===== src/rtl/control_sequencer.sv =====
// control_sequencer: hardwired fetch/execute control unit driving the Datapath
// control lines for ld, ldi, st, add, sub, and, or, addi, andi, ori, nop, halt.
//   clk, clr      : clock, asynchronous active-high reset to RESET
//   ir            : instruction from the datapath IR, opcode in ir[31:27]
//   stop          : halt request sampled only in an instruction's last state
//   run           : low in RESET and HALT
//   illegal       : sticky unsupported-opcode flag (only with CU_ILLEGAL_TRAP_EN)
//   *_out, BAout  : bus drivers; *_rd, Rin : register loads
//   IncPC/Read/Write, Gra/Grb/Grc, op_sel : PC/memory, field selects, ALU op
// Optional feature macro: CU_ILLEGAL_TRAP_EN (trap unsupported opcodes to HALT).
module control_sequencer (
    input  logic        clk,
    input  logic        clr,
    input  logic [31:0] ir,
    input  logic        stop,
    output logic        run,
`ifdef CU_ILLEGAL_TRAP_EN
    output logic        illegal,
`endif
    output logic        PC_out,
    output logic        Zlo_out,
    output logic        MDR_out,
    output logic        R_out,
    output logic        C_out,
    output logic        BAout,
    output logic        MAR_rd,
    output logic        Zlo_rd,
    output logic        PC_rd,
    output logic        MDR_rd,
    output logic        IR_rd,
    output logic        Y_rd,
    output logic        Rin,
    output logic        IncPC,
    output logic        Read,
    output logic        Write,
    output logic        Gra,
    output logic        Grb,
    output logic        Grc,
    output logic [4:0]  op_sel
);

    typedef enum logic [3:0] {
        S_RESET, S_T0, S_T1, S_T2, S_T3, S_T4, S_T5, S_T6, S_T7, S_HALT
    } state_t;

    state_t     state_q, state_d;
    logic [4:0] op;
    logic       is_ld, is_ldi, is_st, is_alu, is_imm, is_nop, is_halt;
    logic       ld_st, base, exec, trap, last;
    logic       unused_ir;

    assign op        = ir[31:27];
    assign unused_ir = ^ir[26:0];
    assign is_ld     = op == 5'b00000;
    assign is_ldi    = op == 5'b00001;
    assign is_st     = op == 5'b00010;
    assign is_alu    = op >= 5'b00011 && op <= 5'b00110;
    assign is_imm    = op >= 5'b01100 && op <= 5'b01110;
    assign is_nop    = op == 5'b11010;
    assign is_halt   = op == 5'b11011;
    assign ld_st     = is_ld | is_st;
    // ld, ldi and st all form a base+displacement address in T3/T4
    assign base      = ld_st | is_ldi;
    assign exec      = base | is_alu | is_imm;
`ifdef CU_ILLEGAL_TRAP_EN
    assign trap      = !(exec | is_nop | is_halt);
`else
    assign trap      = 1'b0;
`endif

    always_comb begin
        state_d = state_q;
        last    = 1'b0;
        case (state_q)
            S_RESET: state_d = S_T0;
            S_T0:    state_d = S_T1;
            S_T1:    state_d = S_T2;
            S_T2:    state_d = (is_halt || trap) ? S_HALT : exec ? S_T3 : S_T0;
            S_T3:    state_d = S_T4;
            S_T4:    state_d = S_T5;
            S_T5:    if (ld_st) state_d = S_T6; else last = 1'b1;
            S_T6:    state_d = S_T7;
            S_T7:    last = 1'b1;
            S_HALT:  state_d = S_HALT;
            default: state_d = S_RESET;
        endcase
        // stop is only honoured at an instruction boundary
        if (last) state_d = stop ? S_HALT : S_T0;
    end

    always_ff @(posedge clk or posedge clr) begin
        if (clr) begin
            state_q   <= S_RESET;
`ifdef CU_ILLEGAL_TRAP_EN
            illegal   <= 1'b0;
`endif
        end else begin
            state_q   <= state_d;
`ifdef CU_ILLEGAL_TRAP_EN
            if (state_q == S_T2 && trap) illegal <= 1'b1;
`endif
        end
    end

    assign run = state_q != S_RESET && state_q != S_HALT;

    always_comb begin
        PC_out  = 1'b0;
        Zlo_out = 1'b0;
        MDR_out = 1'b0;
        R_out   = 1'b0;
        C_out   = 1'b0;
        BAout   = 1'b0;
        MAR_rd  = 1'b0;
        Zlo_rd  = 1'b0;
        PC_rd   = 1'b0;
        MDR_rd  = 1'b0;
        IR_rd   = 1'b0;
        Y_rd    = 1'b0;
        Rin     = 1'b0;
        IncPC   = 1'b0;
        Read    = 1'b0;
        Write   = 1'b0;
        Gra     = 1'b0;
        Grb     = 1'b0;
        Grc     = 1'b0;
        op_sel  = 5'b00000;
        case (state_q)
            S_T0: begin
                PC_out = 1'b1;
                MAR_rd = 1'b1;
                IncPC  = 1'b1;
                Zlo_rd = 1'b1;
            end
            S_T1: begin
                Zlo_out = 1'b1;
                PC_rd   = 1'b1;
                Read    = 1'b1;
                MDR_rd  = 1'b1;
            end
            S_T2: begin
                MDR_out = 1'b1;
                IR_rd   = 1'b1;
            end
            S_T3: begin
                Grb   = exec;
                R_out = exec;
                Y_rd  = exec;
                BAout = base;
            end
            S_T4: begin
                C_out  = base | is_imm;
                Grc    = is_alu;
                R_out  = is_alu;
                Zlo_rd = exec;
                // immediates reuse the matching register-form ALU code
                op_sel = base ? 5'b00011 : is_alu ? op :
                         !is_imm ? 5'b00000 : op == 5'b01100 ? 5'b00011 :
                         op == 5'b01101 ? 5'b00101 : 5'b00110;
            end
            S_T5: begin
                Zlo_out = exec;
                MAR_rd  = ld_st;
                Gra     = exec & !ld_st;
                Rin     = exec & !ld_st;
            end
            S_T6: begin
                Read   = is_ld;
                MDR_rd = ld_st;
                Gra    = is_st;
                R_out  = is_st;
            end
            S_T7: begin
                MDR_out = is_ld;
                Gra     = is_ld;
                Rin     = is_ld;
                Write   = is_st;
            end
            default: ;
        endcase
    end

endmodule


===== config.mk =====
export PLATFORM = sky130hd
export DESIGN_NAME = control_sequencer
export DESIGN_NICKNAME = d
export VERILOG_FILES = /design/src/rtl/control_sequencer.sv
export SDC_FILE = /design/constraint.sdc
export NUM_CORES = 1
export LEC_CHECK = 0
export ABC_AREA = 1
export ABC_CLOCK_PERIOD_IN_PS = 3140
export BUFFER_PORTS_ARGS = -buffer_cell sky130_fd_sc_hd__buf_4
export CAP_MARGIN = 25
export CORE_MARGIN = 3
export CORE_UTILIZATION = 25
export CTS_CLUSTER_SIZE = 10
export DETAILED_ROUTE_END_ITERATION = 10
export HOLD_SLACK_MARGIN = 0.08
export PLACE_DENSITY_LB_ADDON = 0.12
export SETUP_SLACK_MARGIN = 0.4
export SLEW_MARGIN = 20
export SYNTH_ARGS = -nofsm -noshare
export SYNTH_HDL_FRONTEND = slang
export SYNTH_SLANG_ARGS = --single-unit

===== constraint.sdc =====
create_clock -name clk -period 3.14 [get_ports clk]
set_clock_uncertainty 0.15 [all_clocks]
set_input_delay 0.942 -clock clk [delete_from_list [all_inputs] [get_ports clk]]
set_output_delay 0.942 -clock clk [all_outputs]
set_load 0.03 [all_outputs]

==> run summary, run 1 <==
DIE HEIGHT -> 55.7 um
critical path required time -> 2050 ps
total of warnings raised by yosys -> 0
Clk Tree Root Cell -> sky130_fd_sc_hd__clkbuf_4
worst path arrival time -> 1810 ps
Peak Freq -> 0.345 GHz
CTS buffer count -> 3
fraction of post-synthesis cell area in the top cell type by area -> 19.4%
dominant cell type by area after synthesis -> sky130_fd_sc_hd__nand2_1
gr ovfl total -> 0
chip width -> 55.7 um
Nets -> 188
count of routing violations after the opening detailed-route iteration -> 11
class of the worst hold path -> input pin to asynchronous set/reset pin
final clock period utilization by the worst path -> 92.3%
register-to-register path setup slack -> 1730 ps
global-route wire length before repair -> 3.24 mm
count of buffers inserted at the top-level ports -> 30
run status -> complete, no violations
clock slew at the register clock pins of the worst setup and hold paths -> 40 ps
worst vdd rail ir drop -> 0.474 mV
reported max-cap violation count -> 0
final routed wirelength across all metal layers -> 1.98 mm
area of the core -> 2280 um2
post-synthesis sequential area ratio -> 16.2%
DPL Wire Length -> 1.64 mm
number of instances in the synthesized netlist -> 114
diode count -> 0
final total negative setup slack -> 0 ps
Row Count -> 17
starting density of the core -> 27.2%
clock sink count -> 4
number of hold-slack violations in the final timing report -> 0
overall global routing resource usage -> 12.4%
CTS tree -> built
number of optimization iterations in the first detailed-route pass -> 4
CP startpoint kind -> input pin
worst setup slack after placement -> 135 ps
final routed wire length divided by cell count -> 11.1 um
cell types occupying the most area after synthesis -> sky130_fd_sc_hd__nand2_1 (19%), sky130_fd_sc_hd__dfrtp_1 (16%), sky130_fd_sc_hd__inv_1 (15%)
DRC violations left -> 0
insertion delay to the later sink of the worst-skew pair -> 230 ps
number of storage elements in the synthesis netlist -> 4
Routability Congestion -> 0.881
final max-slew violation count -> 0
final number of setup-violating endpoints -> 0
depth of the CTS H-tree -> 1
endpoint type of the worst setup path -> output port
Reg-to-Reg End -> state_q[3]
post-route antenna net violation count -> 0
number of buffers inserted for hold repair after clock tree synthesis -> 0
largest register by flop count -> state_q
I/O pin cnt -> 60
initial antenna violation count -> 0
Vias -> 831
start of the worst register-to-register path -> state_q[3]
pin count of the biggest net entering global routing -> 7
Largest register FFs -> 4
classification of the worst setup path -> input pin to output port
number of global-route vias before repair -> 768
share of final-layout standard cells stronger than drive strength 1 -> 55.6%
Power per Cell Area -> 784 nW/um2
Die ar. -> 3100 um2
Largest regs -> state_q: 4 flops
reported leakage power -> 0.000613 uW
Post-Syn Area -> 618 um2
Final min period -> 2900 ps
critical path fanouts, max -> 4
final worst slack -> 243 ps
RSZ-0062 raised after global routing -> true
Layout Area Growth over Synthesis -> 96.2%
number of cells on the worst reg-to-reg path -> 7
mean area per synthesized cell -> 5.42 um2
power consumption -> 950 uW
routed vias/inst -> 4.64
distinct cell type count of the synthesized netlist -> 22
fillcell total -> 242
maximum buffer depth of the clock tree -> 2
[report_power, final]
part | internal (uW) | switching, uW | total (uW)
clock | 42.6 | 19.2 | 61.9
sequential | 78.7 | 28.9 | 108
combinational | 276 | 505 | 781
[cells in the mapped netlist]
master,n
sky130_fd_sc_hd__o21ai_0,3
sky130_fd_sc_hd__nand4_1,1
sky130_fd_sc_hd__o21ai_1,1
sky130_fd_sc_hd__buf_4,4
sky130_fd_sc_hd__nand2_1,32
sky130_fd_sc_hd__inv_1,24
sky130_fd_sc_hd__nor2_4,2
sky130_fd_sc_hd__dfrtp_1,4
sky130_fd_sc_hd__nor2_1,13
sky130_fd_sc_hd__o21ai_2,3
sky130_fd_sc_hd__inv_2,1
sky130_fd_sc_hd__or2_0,1
sky130_fd_sc_hd__nand3_1,8
sky130_fd_sc_hd__nand2_2,2
sky130_fd_sc_hd__conb_1,1
sky130_fd_sc_hd__a31oi_1,1
sky130_fd_sc_hd__nor3_2,2
sky130_fd_sc_hd__a21oi_1,6
sky130_fd_sc_hd__nand3b_1,1
sky130_fd_sc_hd__nor3_1,2
sky130_fd_sc_hd__o21a_1,1
sky130_fd_sc_hd__nor2_2,1
[cells in the final DEF (no fill, tap or decap), types with 2 or more instances in the layout]
master	count
sky130_fd_sc_hd__nor2_4	5
sky130_fd_sc_hd__dfrtp_1	4
sky130_fd_sc_hd__inv_2	7
sky130_fd_sc_hd__buf_6	16
sky130_fd_sc_hd__nor3_4	2
sky130_fd_sc_hd__nor2_1	10
sky130_fd_sc_hd__o21ai_2	2
sky130_fd_sc_hd__inv_1	17
sky130_fd_sc_hd__a21oi_4	3
sky130_fd_sc_hd__nand2_1	20
sky130_fd_sc_hd__o21ai_4	4
sky130_fd_sc_hd__a21oi_1	2
sky130_fd_sc_hd__conb_1	2
sky130_fd_sc_hd__buf_8	2
sky130_fd_sc_hd__nand2_4	5
sky130_fd_sc_hd__nand3_1	7
sky130_fd_sc_hd__buf_4	18
sky130_fd_sc_hd__nand2_2	9
sky130_fd_sc_hd__nor3_2	2
sky130_fd_sc_hd__clkbuf_4	3
[through the flow]
step,std cells,util [%],hold WS [ps],instance area [um2]
5_1_grt,179,53.3,458,1210
3_5_place_dp,171,42.3,492,963
6_report,179,53.3,443,1210
4_1_cts,179,51.1,443,1160
3_3_place_gp,171,42.3,476,963
2_1_floorplan,115,-,428,722
[repair_timing]
action	4_1_cts	5_1_grt
pin swaps	12	10
setup endpoints to repair	18	18
buffers inserted	5	0
gates cloned	0	0
resized for setup	42	13
[critical path, cell delays in order]
cell	delay [ps]
sky130_fd_sc_hd__buf_8	90
sky130_fd_sc_hd__clkinvlp_4	130
sky130_fd_sc_hd__o21ai_4	210
sky130_fd_sc_hd__inv_2	80
sky130_fd_sc_hd__nand2_1	110
sky130_fd_sc_hd__a21oi_4	60
sky130_fd_sc_hd__buf_4	170
[metal layers]
layer / vias up / track usage [%] / part of all wire (%)
li1: 420 / - / -
met1: 386 / 15.1 / 44
met4: 0 / 1.04 / 0
met2: 25 / 23.3 / 51
met3: 0 / 2.09 / 5.7
met5: - / 0 / 0
[cells by family (layout without fill, tap and decap cells)]
logic type,count (synthesis),count (layout),share of synthesized area (%)
AO/OA/AOI/OAI,15,15,14.6
buffers and inverters,29,65,20.0
flip-flops,4,4,16.2
other,1,2,0.607
AND/OR/NAND/NOR,65,65,48.6
[final cells by class]
class | instances | area [um2] | area share, %
Inverter | 25 | 97.6 | 8.05
Sequential cell | 4 | 100 | 8.26
Multi-Input combinational cell | 82 | 592 | 48.8
Timing Repair Buffer | 37 | 365 | 30.1
Clock buffer | 3 | 22.5 | 1.86
Tap cell | 28 | 35.0 | 2.89
[worst max-delay path by stage]
stage | end | slack [ps] | start | cells after the start
final | op_sel[1] | 240 | ir[29] | 7
after global routing | R_out | 190 | ir[29] | 7
after CTS | op_sel[2] | 230 | ir[30] | 7
after detailed placement | op_sel[2] | 130 | ir[30] | 7
after global placement | op_sel[2] | 140 | ir[30] | 7
after floorplan | Gra | 350 | ir[31] | 8
Note: power is estimated with default switching activity, not from simulation.
==> run 2, diff against run 1 <==
Settings changed: CTS_BUF_LIST set to sky130_fd_sc_hd__clkbuf_8 sky130_fd_sc_hd__clkbuf_16.
==> run summary, run 2 (synthesis results as in run 1) <==
CTS buffer count -> 3 (unchanged)
clock sink count -> 4 (unchanged)
Vias -> 827 (was 831)
area taken by flip-flops and latches -> 100 um2 (unchanged)
DRC violations left -> 0 (unchanged)
number of global-route vias before repair -> 769 (was 768)
top library cells by usage in the layout, fill and taps aside -> sky130_fd_sc_hd__nand2_1 (20), sky130_fd_sc_hd__buf_4 (18), sky130_fd_sc_hd__inv_1 (17), sky130_fd_sc_hd__buf_6 (16), sky130_fd_sc_hd__nor2_1 (10) (unchanged)
met3 track utilization from global routing -> 2.09% (unchanged)
Final min period -> 2900 ps (about the same)
number of buffers inserted for hold repair after clock tree synthesis -> 0 (unchanged)
worst path arrival time -> 1800 ps (was 1810 ps)
final cell utilization of the core -> 54.1% (was 53.3%)
multi-input logic area -> 592 um2 (unchanged)
largest register by flop count -> state_q (unchanged)
Die ar. -> 3100 um2 (unchanged)
DPL Wire Length -> 1.64 mm (unchanged)
final routed wirelength across all metal layers -> 1.98 mm (about the same)
share of final-layout standard cells stronger than drive strength 1 -> 55.6% (unchanged)
pin count of the biggest net entering global routing -> 7 (unchanged)
global-route wire length before repair -> 3.25 mm (was 3.24 mm)
Clk Tree Root Cell -> sky130_fd_sc_hd__clkbuf_8 (was sky130_fd_sc_hd__clkbuf_4)
met1 track demand over resource -> 15.3% (was 15.1%)
Routability Congestion -> 0.881 (unchanged)
number of hold-slack violations in the final timing report -> 0 (unchanged)
worst setup slack after placement -> 135 ps (unchanged)
CTS tree -> built (unchanged)
insertion delay to the later sink of the worst-skew pair -> 210 ps (was 230 ps)
area of the core -> 2280 um2 (unchanged)
RSZ-0062 raised after global routing -> true (unchanged)
routed vias/inst -> 4.62 (was 4.64)
Row Count -> 17 (unchanged)
worst vdd rail ir drop -> 0.478 mV (was 0.474 mV)
gr ovfl total -> 0 (unchanged)
endpoint type of the worst setup path -> output port (unchanged)
count of buffers inserted at the top-level ports -> 30 (unchanged)
Largest regs -> state_q: 4 flops (unchanged)
Layout Area Growth over Synthesis -> 99.2% (was 96.2%)
CP startpoint kind -> input pin (unchanged)
I/O pin cnt -> 60 (unchanged)
final number of setup-violating endpoints -> 0 (unchanged)
class of the worst hold path -> input pin to asynchronous set/reset pin (unchanged)
post-route antenna net violation count -> 0 (unchanged)
final worst slack -> 243 ps (about the same)
classification of the worst setup path -> input pin to output port (unchanged)
reported max-cap violation count -> 0 (unchanged)
chip width -> 55.7 um (unchanged)
critical path required time -> 2050 ps (about the same)
final total negative setup slack -> 0 ps (unchanged)
Peak Freq -> 0.345 GHz (about the same)
initial antenna violation count -> 0 (unchanged)
Power per Cell Area -> 807 nW/um2 (was 784 nW/um2)
most used routing layer -> met2 (unchanged)
overall global routing resource usage -> 12.5% (was 12.4%)
met2 Track Usage GR -> 23.3% (unchanged)
depth of the CTS H-tree -> 1 (unchanged)
DIE HEIGHT -> 55.7 um (unchanged)
final clock period utilization by the worst path -> 92.2% (was 92.3%)
critical path fanouts, max -> 4 (unchanged)
diode count -> 0 (unchanged)
fillcell total -> 237 (was 242)
total placed cells including tap cells -> 171 (unchanged)
final routed wire length divided by cell count -> 11.1 um (about the same)
final max-slew violation count -> 0 (unchanged)
starting density of the core -> 27.2% (unchanged)
clock slew at the register clock pins of the worst setup and hold paths -> 30 ps (was 40 ps)
Nets -> 188 (unchanged)
count of routing violations after the opening detailed-route iteration -> 18 (was 11)
reported leakage power -> 0.000620 uW (was 0.000613 uW)
maximum buffer depth of the clock tree -> 2 (unchanged)
Cell Count, Final, Fillers Out -> 179 (unchanged)
final non-filler cell area -> 1230 um2 (was 1210 um2)
most common library cell in the layout ignoring fill and taps -> sky130_fd_sc_hd__nand2_1 (unchanged)
Placed Instance Area -> 963 um2 (unchanged)
run status -> complete, no violations (unchanged)
number of optimization iterations in the first detailed-route pass -> 4 (unchanged)
Largest register FFs -> 4 (unchanged)
[run 2: cell count changes in the layout (fill, tap and decap cells not counted)]
cell | before | now
sky130_fd_sc_hd__clkbuf_8 | 0 | 3
sky130_fd_sc_hd__clkbuf_4 | 3 | 0
[run 2: worst max-delay path: stages]
cell and delay [ps]:
sky130_fd_sc_hd__buf_8 90, sky130_fd_sc_hd__clkinvlp_4 130, sky130_fd_sc_hd__o21ai_4 210, sky130_fd_sc_hd__nand2_4 100
sky130_fd_sc_hd__inv_2 100, sky130_fd_sc_hd__o21ai_4 50, sky130_fd_sc_hd__buf_4 170
[run 2: where the power goes]
part / total [uW] / leakage (uW) / switching [uW] / internal (uW)
combinational: 781 / 0.000549 / 505 / 276
sequential: 108 / 0.0000501 / 28.9 / 78.7
clock: 106 / 0.0000216 / 24.1 / 81.5
total: 994 / 0.000620 / 557 / 437
[run 2: routing by layer]
layer	routed length (um)	vias up	part of all wire [%]
met5	0	-	0
met4	0	0	0
met3	115	0	5.8
met2	1000	25	51
met1	864	383	44
li1	-	419	-
[run 2: worst paths after layout]
kind / start / cells after the start / to / slack, ps
min reg2reg: state_q[3] / 3 / state_q[0] / 490
min: clr / 2 / state_q[0] / 460
max reg2reg: state_q[3] / 7 / state_q[3] / 1730
min in group clk: state_q[3] / 3 / state_q[0] / 490
max: ir[29] / 7 / Zlo_rd / 240
max in group asynchronous: clr / 2 / state_q[2] / 2230
[run 2: timing repair]
| action | 4_1_cts | 5_1_grt |
|---|---|---|
| endpoints found under the setup margin | 18 | 18 |
| resized for setup | 42 | 13 |
| endpoints found under the hold margin | 0 | 0 |
| buffers inserted | 5 | 0 |
| pin swaps | 12 | 10 |
[run 2: layout make-up]
class | instances | share of cell area [%]
sequential | 4 | 8.13
multi-input combinational | 82 | 48.1
timing repair buffer | 37 | 29.7
clock buffer | 3 | 3.35
tap | 28 | 2.85
inverter | 25 | 7.93
[run 2: metrics by stage]
stage | power [uW] | hold slack, ps
3_5_place_dp | 833 | 492
2_1_floorplan | 625 | 428
4_1_cts | 993 | 468
6_report | 994 | 461
3_3_place_gp | 826 | 476
5_1_grt | 1060 | 477
